$ cat src/rtl/ring_fifo.sv
// Circular-buffer FIFO with first-word-fall-through output, full/empty/count status,
// optional overwrite-oldest mode and sticky overflow/underflow flags.
module ring_fifo #(
    parameter int WIDTH        = 64,
    parameter int DEPTH        = 8,
    parameter int AFULL_THRESH = DEPTH - 1,
    parameter bit OVERWRITE    = 1'b0
) (
    input  logic                       clk,
    input  logic                       rst_n,
    input  logic                       push,
    input  logic [WIDTH-1:0]           din,
    input  logic                       pop,
    output logic [WIDTH-1:0]           dout,
    input  logic                       flush,
    input  logic                       clear_err,
    output logic                       empty,
    output logic                       full,
    output logic                       almost_full,
    output logic [$clog2(DEPTH+1)-1:0] count,
    output logic                       overflow,
    output logic                       underflow
);

    localparam int PW = $clog2(DEPTH);
    localparam int CW = $clog2(DEPTH + 1);

    logic [WIDTH-1:0] mem [DEPTH];
    logic [PW-1:0]    wr_ptr;
    logic [PW-1:0]    rd_ptr;
    logic [CW-1:0]    count_q;
    logic             overflow_q;
    logic             underflow_q;

    logic is_empty;
    logic is_full;
    logic wr_en;
    logic rd_adv;
    logic set_ovf;
    logic set_udf;

    assign is_empty = (count_q == '0);
    assign is_full  = (count_q == CW'(DEPTH));

    always_comb begin
        wr_en   = 1'b0;
        rd_adv  = 1'b0;
        set_ovf = 1'b0;
        set_udf = 1'b0;
        if (!flush) begin
            if (push) begin
                if (!is_full || pop) begin
                    wr_en = 1'b1;
                end else if (OVERWRITE) begin
                    // Full with no pop: write over the oldest entry and step past it.
                    wr_en   = 1'b1;
                    rd_adv  = 1'b1;
                    set_ovf = 1'b1;
                end else begin
                    set_ovf = 1'b1;
                end
            end
            if (pop) begin
                if (is_empty) begin
                    set_udf = 1'b1;
                end else begin
                    rd_adv = 1'b1;
                end
            end
        end
    end

    always_ff @(posedge clk) begin
        if (wr_en) begin
            mem[wr_ptr] <= din;
        end
    end

    always_ff @(posedge clk or negedge rst_n) begin
        if (!rst_n) begin
            wr_ptr      <= '0;
            rd_ptr      <= '0;
            count_q     <= '0;
            overflow_q  <= 1'b0;
            underflow_q <= 1'b0;
        end else begin
            if (flush) begin
                wr_ptr  <= '0;
                rd_ptr  <= '0;
                count_q <= '0;
            end else begin
                if (wr_en) begin
                    wr_ptr <= wr_ptr + 1'b1;
                end
                if (rd_adv) begin
                    rd_ptr <= rd_ptr + 1'b1;
                end
                if (wr_en && !rd_adv) begin
                    count_q <= count_q + 1'b1;
                end else if (rd_adv && !wr_en) begin
                    count_q <= count_q - 1'b1;
                end
            end
            // A new error event wins over a coincident clear.
            overflow_q  <= set_ovf | (overflow_q & ~clear_err);
            underflow_q <= set_udf | (underflow_q & ~clear_err);
        end
    end

    assign dout        = is_empty ? '0 : mem[rd_ptr];
    assign empty       = is_empty;
    assign full        = is_full;
    assign almost_full = (count_q >= CW'(AFULL_THRESH));
    assign count       = count_q;
    assign overflow    = overflow_q;
    assign underflow   = underflow_q;

endmodule

$ cat config.mk
export PLATFORM = sky130hd
export DESIGN_NAME = ring_fifo
export DESIGN_NICKNAME = d
export VERILOG_FILES = /design/src/rtl/ring_fifo.sv
export SDC_FILE = /design/constraint.sdc
export NUM_CORES = 1
export LEC_CHECK = 0
export ABC_AREA = 1
export CORE_UTILIZATION = 39
export CTS_CLUSTER_DIAMETER = 150
export DETAILED_ROUTE_END_ITERATION = 8
export GPL_ROUTABILITY_DRIVEN = 1
export GPL_TIMING_DRIVEN = 0
export HOLD_SLACK_MARGIN = 0.08
export SETUP_SLACK_MARGIN = 0.02
export SKIP_LAST_GASP = 1
export SLEW_MARGIN = 20
export SYNTH_ARGS = -nofsm -noshare
export SYNTH_HDL_FRONTEND = slang
export SYNTH_SLANG_ARGS = --single-unit
$ cat constraint.sdc
create_clock -name clk -period 9.28 [get_ports clk]
set_input_delay 1.856 -clock clk [delete_from_list [all_inputs] [get_ports clk]]
set_output_delay 1.856 -clock clk [all_outputs]
set_load 0.05 [all_outputs]
==> run summary, run 1 <==
The logs give 25400 um2 for the final standard cell area without fillers and 54200 um2 for the total die area. The run gives 13754 as the total number of vias. The first routing iteration left 1268 violations.

The final layout contains 1917 nets. The mapped cell area is 20800 um2, and the deepest clock path buffer count is 3. The floorplan has 84 rows.

The compound-gate portion of the synthesized area is 0.108. The remaining global-route overflow is 0. The total wirelength of the detailed-routed design is 54900 um. The share of the cycle needed by the critical path after routing came out at 0.606.

The number of detailed-route iterations in the first pass is 5, and the clock-pin slew of the registers on the worst-case setup and hold paths is 0.06 ns. The xor/xnor cell area share of the yosys netlist was 0.000422; the post-cts gate resize count was 0. The clock arrives with 0.0166 ns of skew.

Setup violations remaining at the end of the flow were counted as 0. Entering global routing, the biggest net connects 23 pins. The number of global-route vias before repair was 13602. The count of synthesis-stage warnings from yosys is 0, and the layout cell share with drive strength beyond 1 is 0.0748. The placed instances occupy a cell area of 23700 um2. The share of synthesized area spent on multiplexers was 0. Leaving out fill and tap cells, the most frequent cell in the layout is sky130_fd_sc_hd__edfxtp_1. The count of clock tree sinks is 524. The logs give 143 for the total I/O pin count and 0.60 ns for the later-pin clock latency in the skew report. The run gives 0 as the final count of pins violating max slew.

The run gives 35700 um as the detailed-placement wirelength estimate. Overall track demand over capacity in global routing: 0.203. The floorplan step set the die height to 233 um. In this run the worst hold path is classified as reg -> reg. Once layout is complete, the cells apart from fillers number 2574. The run gives 0.395 as the initial standard-cell utilization of the core. The worst setup path is captured at an output port. The area fraction in and, or, nand and nor cells after synthesis works out to 0.103. The detail route stage leaves a number of antenna-violating nets equal to 0. The library cells used most frequently in the layout, excluding fill and tap cells, are sky130_fd_sc_hd__edfxtp_1, sky130_fd_sc_hd__nor2_1, sky130_fd_sc_hd__o21ai_0.

Critical-path maximum fanout: 10. The adder-cell share of the synthesized area works out to 0.00337. The critical path launch point type was a flop. The synthesis-to-finish area growth came out at 22.4%. Once placement completed, the tool counted placed cells totaling 2474.

The slew of the pin with the lowest slew margin came out at 0.986 ns. The floorplan die width came out at 233 um. For this run, the top clock speed supported by timing is 178 MHz.

The headroom to the max-slew limit was 0.342; the final setup TNS was 0 ns. The data arrival time of the critical path was 3.77 ns. When the netlist entered floorplanning its net count stood at 1695. The run gives 0 as the number of endpoints with negative hold slack in the final report.

The fraction of the yosys area taken by sequential cells is 0.755, and the number of H-tree levels is 2. After detailed routing, the number of remaining DRC violations is 0. In this run the standard cell core region covers 52600 um2. The category of the critical setup timing path was reg -> out. The count of mapped cells out of synthesis was 1620; the maximum vdd drop was 0.222 mV.

Number of flip-flops and latches in the synthesized netlist: 524. TritonCTS built the clock tree. Setup repair after global routing left no endpoint under its margin. The number of setup buffers added after CTS is 0.

By area, the combinational part of the netlist is dominated by compound AO/OA/AOI/OAI gates. After detailed routing, the average wire length per cell comes to 21.3 um. After synthesis, the netlist uses 25 different library cells. The logs give 0 for the max-cap violation count and 0 for the post-cts hold buffer count.

The number of buffers created by CTS came out at 54. The run finished with clean final reports. Subtracting the final worst setup slack from the clock period gives 5.63 ns. In this run the mean area of a mapped cell was 12.8 um2. In this run the tool buffered the top-level ports with 142 buffer cells.

In this run the static leakage power is 8.57 nW. The congestion estimate from routability-driven global placement came to 0.794. The power density of the placed cells was 295 nW/um2; the data required time of the worst path was 7.42 ns. The logs give 0.533 ns for the hold slack and 4 for the initial antenna violation count. Total power for the finished layout comes to 7.51 mW. The detail-routed via count per cell came out at 5.34. The first global-routing pass estimated 82300 um of wire. The cell at the root of the clock tree is sky130_fd_sc_hd__clkbuf_16.
==> path summary, 6_finish.rpt <==
path	startpoint	endpoint	slack, ns	cells past startpoint
worst max-delay path	rd_ptr[2]$_DFFE_PN0P_	dout[4]	3.65	5
worst min-delay path	underflow$_DFF_PN0_	underflow$_DFF_PN0_	0.53	2
worst max register to register	count[3]$_DFFE_PN0P_	mem[5][40]$_DFFE_PP_	6.55	10
worst min register to register	underflow$_DFF_PN0_	underflow$_DFF_PN0_	0.53	2
min in group asynchronous	rst_n	count[0]$_DFFE_PN0P_	1.64	1
max in group asynchronous	rst_n	rd_ptr[0]$_DFFE_PN0P_	7.24	1
==> per-stage QoR <==
| step | worst slack (ns) | utilization |
|---|---|---|
| finish | 3.65 | 0.484 |
| global route | 3.50 | 0.484 |
| CTS | 3.68 | 0.483 |
| detailed placement | 4.31 | 0.451 |
| global placement | 0.422 | 0.439 |
| floorplan | 3.80 | - |
==> area by class of cell <==
class | count | area [um2]
Fill cell | 4594 | 27100
Multi-Input combinational cell | 973 | 4530
Antenna cell | 2 | 5.00
Timing Repair Buffer | 166 | 1990
Inverter | 18 | 67.6
Sequential cell | 524 | 15700
Buffer | 105 | 559
Clock inverter | 26 | 243
Clock buffer | 72 | 1480
Tap cell | 688 | 861
==> report_power, final <==
part	total, mW	switching [mW]	leakage (nW)	internal [mW]
combinational	2.70	1.91	2.94	0.781
sequential	2.68	0.0292	4.79	2.65
clock	2.13	0.875	0.843	1.25
==> worst max-delay path: stages, from the launching register on <==
cell                              delay (ns)
sky130_fd_sc_hd__dfrtp_1                0.47
sky130_fd_sc_hd__clkbuf_1               0.77
sky130_fd_sc_hd__clkbuf_1               0.63
sky130_fd_sc_hd__nor2_1                 0.11
sky130_fd_sc_hd__nor2_1                 0.32
sky130_fd_sc_hd__clkdlybuf4s50_1        0.87
==> flip-flops by register name (all words and copies together) (netlist names) <==
name and cells:
overflow 1, mem 512, count 4, rd_ptr 3
underflow 1, wr_ptr 3
==> logic make-up (layout without fill, tap and decap cells) <==
group | after synthesis | count (layout)
AO/OA/AOI/OAI | 399 | 399
buffers and inverters | 123 | 387
flip-flops | 524 | 524
XOR/XNOR | 1 | 1
adder cells (fa/ha/maj) | 5 | 5
AND/OR/NAND/NOR | 568 | 568
other | 0 | 2
==> cell usage after synthesis <==
cell type | n | share of area
sky130_fd_sc_hd__a21oi_1 | 4 | 0.00096
sky130_fd_sc_hd__buf_1 | 7 | 0.0013
sky130_fd_sc_hd__buf_12 | 1 | 0.00096
sky130_fd_sc_hd__buf_2 | 17 | 0.0041
sky130_fd_sc_hd__buf_4 | 7 | 0.0025
sky130_fd_sc_hd__buf_6 | 12 | 0.0065
sky130_fd_sc_hd__buf_8 | 1 | 0.00072
sky130_fd_sc_hd__clkbuf_1 | 60 | 0.011
sky130_fd_sc_hd__dfrtp_1 | 12 | 0.014
sky130_fd_sc_hd__edfxtp_1 | 512 | 0.74
sky130_fd_sc_hd__fa_1 | 1 | 0.00096
sky130_fd_sc_hd__ha_1 | 4 | 0.0024
sky130_fd_sc_hd__inv_1 | 17 | 0.0031
sky130_fd_sc_hd__inv_2 | 1 | 0.00018
sky130_fd_sc_hd__nand2_1 | 96 | 0.017
sky130_fd_sc_hd__nand3_1 | 7 | 0.0017
sky130_fd_sc_hd__nand4_1 | 1 | 0.00030
sky130_fd_sc_hd__nor2_1 | 463 | 0.084
sky130_fd_sc_hd__nor4_1 | 1 | 0.00030
sky130_fd_sc_hd__o211ai_1 | 64 | 0.023
sky130_fd_sc_hd__o21ai_0 | 262 | 0.063
sky130_fd_sc_hd__o21ai_1 | 4 | 0.00096
sky130_fd_sc_hd__o22ai_1 | 64 | 0.019
sky130_fd_sc_hd__o32ai_1 | 1 | 0.00042
sky130_fd_sc_hd__xor2_1 | 1 | 0.00042
==> metal layers <==
| layer | wire (um) | part of all wire | GRT usage |
|---|---|---|---|
| met1 | 22900 | 0.42 | 0.270 |
| met2 | 26600 | 0.48 | 0.335 |
| met3 | 3790 | 0.069 | 0.0309 |
| met4 | 1590 | 0.029 | 0.0743 |
| met5 | 26 | 0.00047 | 0 |
(Power assumes the default switching activity.)
==> run 2, diff against run 1 <==
clock period = 4.9 ns   (was 9.28 ns; I/O delays follow)
==> run 2 against run 1 <==
  * Clock-buffer cell count unchanged
  * Cell count about the same
  * Register-to-register slack worse by 4.4 ns
  * Global-route usage unchanged
  * Die area unchanged
  * Non-clock buffer count down 1
  * Critical path depth up 4
  * Clock power up 89%
  * Core utilization about the same
  * Largest cell class unchanged
  * Highest routed layer unchanged
==> run summary, run 2 (same netlist as run 1, synthesis figures left out) <==
Leaving out fill and tap cells, the most frequent cell in the layout is sky130_fd_sc_hd__edfxtp_1. The tools report the standby leakage power as 8.57 nW (about the same). The total die area is 54200 um2 (unchanged), and the power density of the placed cells is 560 nW/um2 (+89%). The count of clock tree sinks is 524 (unchanged), and the data required time of the worst path is 3.92 ns (-3.50 ns).

The data arrival time of the critical path was 3.62 ns (-0.15 ns). The run finished with clean final reports. The number of global-route vias before repair was 13602 (unchanged); the number of buffer cells added on primary ports was 142 (unchanged).

The floorplan die width came out at 233 um (unchanged). The logs give 13695 (-0.43%) for the total number of vias and 0.296 ns (-3.36 ns) for the final worst-path setup slack. The clock-pin slew of the registers on the worst-case setup and hold paths is 0.05 ns (about the same). The tools report the maximum vdd drop as 0.421 mV (+89%). Share of the cycle needed by the critical path after routing: 0.940.

The layout cell share with drive strength beyond 1 was 0.0749 (about the same). The run gives 1245 (-1.8%) as the initial DRC count. The number of placement rows was 84 (unchanged); the initial standard-cell utilization of the core was 0.395 (unchanged). Slew of the pin with the lowest slew margin: 0.893 ns (-0.0930 ns). The vertical extent of the die came out at 233 um (unchanged). The run gives 0 (unchanged) as the max-cap violation count. The highest clock frequency the design can meet came out at 217 MHz. Setup repair after global routing left no endpoint under its margin. The run gives 82300 um (unchanged) as the first-pass GRT wire length. The global placement routability congestion came out at 0.794 (unchanged). The post-cts gate resize count was 0 (unchanged); the post-detailed-route wirelength per cell was 21.3 um (about the same). In the layout the commonest cells are sky130_fd_sc_hd__edfxtp_1, sky130_fd_sc_hd__nor2_1, sky130_fd_sc_hd__o21ai_0.

The total I/O pin count was 143 (unchanged). The tools report the post-cts hold buffer count as 0 (unchanged). The cell at the root of the clock tree is sky130_fd_sc_hd__clkbuf_16. The tools report the number of H-tree levels as 2 (unchanged). The number of detailed-route iterations in the first pass was 5 (unchanged). The overall power of the completed layout is 14.2 mW (+89%), and the maximum number of pins on one net before global-route repair is 23 (unchanged).

The remaining global-route overflow was 0 (unchanged); the number of flip-flops in the largest register was 512 (unchanged). The logs give 3 (unchanged) for the deepest clock path buffer count and 0 (unchanged) for the final setup violation count. The run gives 0 (unchanged) as the remaining design rule violation count. The fill cell instance count of the final layout was 4594 (unchanged). For the later-pin clock latency in the skew report, the log shows 0.60 ns (about the same). The tools report the number of buffers created by CTS as 54 (unchanged). The antenna violation net count after detailed routing came out at 0 (unchanged). The detailed-placement wirelength estimate was 35700 um (unchanged); the total wirelength of the detailed-routed design was 54900 um (about the same). The critical path launch point type is a flop.

Final count of pins violating max slew: 0 (unchanged). The detail-routed via count per cell works out to 5.32 (-0.39%). The time the worst path needs with I/O delays and setup works out to 4.60 ns. The run gives 0 (unchanged) as the number of endpoints with negative hold slack in the final report. The worst hold path belongs to the class reg -> reg.

The critical-path maximum fanout is 10 (unchanged). Headroom to the max-slew limit: 0.404 (+0.0620). The final setup skew is 0.0194 ns (+0.00278 ns). The tools report the post-CTS setup repair buffer count as 0 (unchanged). The tools report the core area as 52600 um2 (unchanged).

The tools report the initial antenna violation count as 4 (unchanged). The register with the most flip-flops in the final layout is mem. TritonCTS built the clock tree. Post-placement worst setup slack: 0.808 ns (-3.50 ns). The setup path with the least slack is of type reg -> out. The synthesis-to-finish area growth was 22.3% (about the same). The logs give 0.203 (unchanged) for the overall track demand over capacity in global routing and 1916 (-0.052%) for the number of nets in the layout.

Type of destination of the critical path: an output port.
[run 2: worst paths after layout]
check / startpoint / to / cells past startpoint / slack [ns]
worst max-delay path: rd_ptr[0]$_DFFE_PN0P_ / dout[0] / 9 / 0.30
worst min-delay path: underflow$_DFF_PN0_ / underflow$_DFF_PN0_ / 2 / 0.53
worst max register to register: count[3]$_DFFE_PN0P_ / mem[5][40]$_DFFE_PP_ / 10 / 2.17
worst min register to register: underflow$_DFF_PN0_ / underflow$_DFF_PN0_ / 2 / 0.53
max in group asynchronous: rst_n / rd_ptr[0]$_DFFE_PN0P_ / 1 / 3.74
min in group asynchronous: rst_n / count[0]$_DFFE_PN0P_ / 1 / 0.77
[run 2: area by class of cell]
cell class                 instances  area [um2]  share of cell area
timing repair buffer             166        1990              0.0784
clock buffer                      72        1480              0.0584
tap                              688         861              0.0339
buffer                           104         556              0.0219
sequential                       524       15700               0.617
clock inverter                    26         243             0.00955
multi-input combinational        973        4530               0.178
inverter                          18        67.6             0.00266
antenna                            2        5.00            0.000197
[run 2: layer usage]
metal  up-vias  part of all wire  GRT usage
met2       517              0.48      0.335
met3       102             0.067     0.0309
li1       6333                 -          -
met5         -           0.00047          0
met1      6739              0.42      0.270
met4         4             0.029     0.0743
[run 2: per-stage QoR]
stage	hold WS (ns)	cell area [um2]	instances	TNS (ns)	utilization
after floorplan	0.549	20800	1620	0	-
after global placement	0.519	23000	2450	-1413.77	0.439
after detailed placement	0.540	23700	2474	0	0.451
after CTS	0.543	25400	2572	0	0.483
after global routing	0.547	25400	2573	0	0.483
final	0.533	25400	2573	0	0.483
[run 2: worst max-delay path, stage by stage (launching register included)]
cell                              delay [ns]
sky130_fd_sc_hd__dfrtp_1                0.50
sky130_fd_sc_hd__inv_2                  0.20
sky130_fd_sc_hd__buf_4                  0.28
sky130_fd_sc_hd__buf_6                  0.22
sky130_fd_sc_hd__buf_2                  0.30
sky130_fd_sc_hd__nor2_1                 0.07
sky130_fd_sc_hd__o211ai_1               0.19
sky130_fd_sc_hd__nand2_1                0.11
sky130_fd_sc_hd__nor2_1                 0.29
sky130_fd_sc_hd__clkdlybuf4s50_1        0.87
[run 2: where the power goes]
| group | switching (mW) | internal, mW | leakage (nW) |
|---|---|---|---|
| Sequential | 0.0563 | 5.02 | 4.79 |
| Combinational | 3.62 | 1.48 | 2.94 |
| Clock | 1.66 | 2.37 | 0.843 |
| Total | 5.34 | 8.88 | 8.57 |
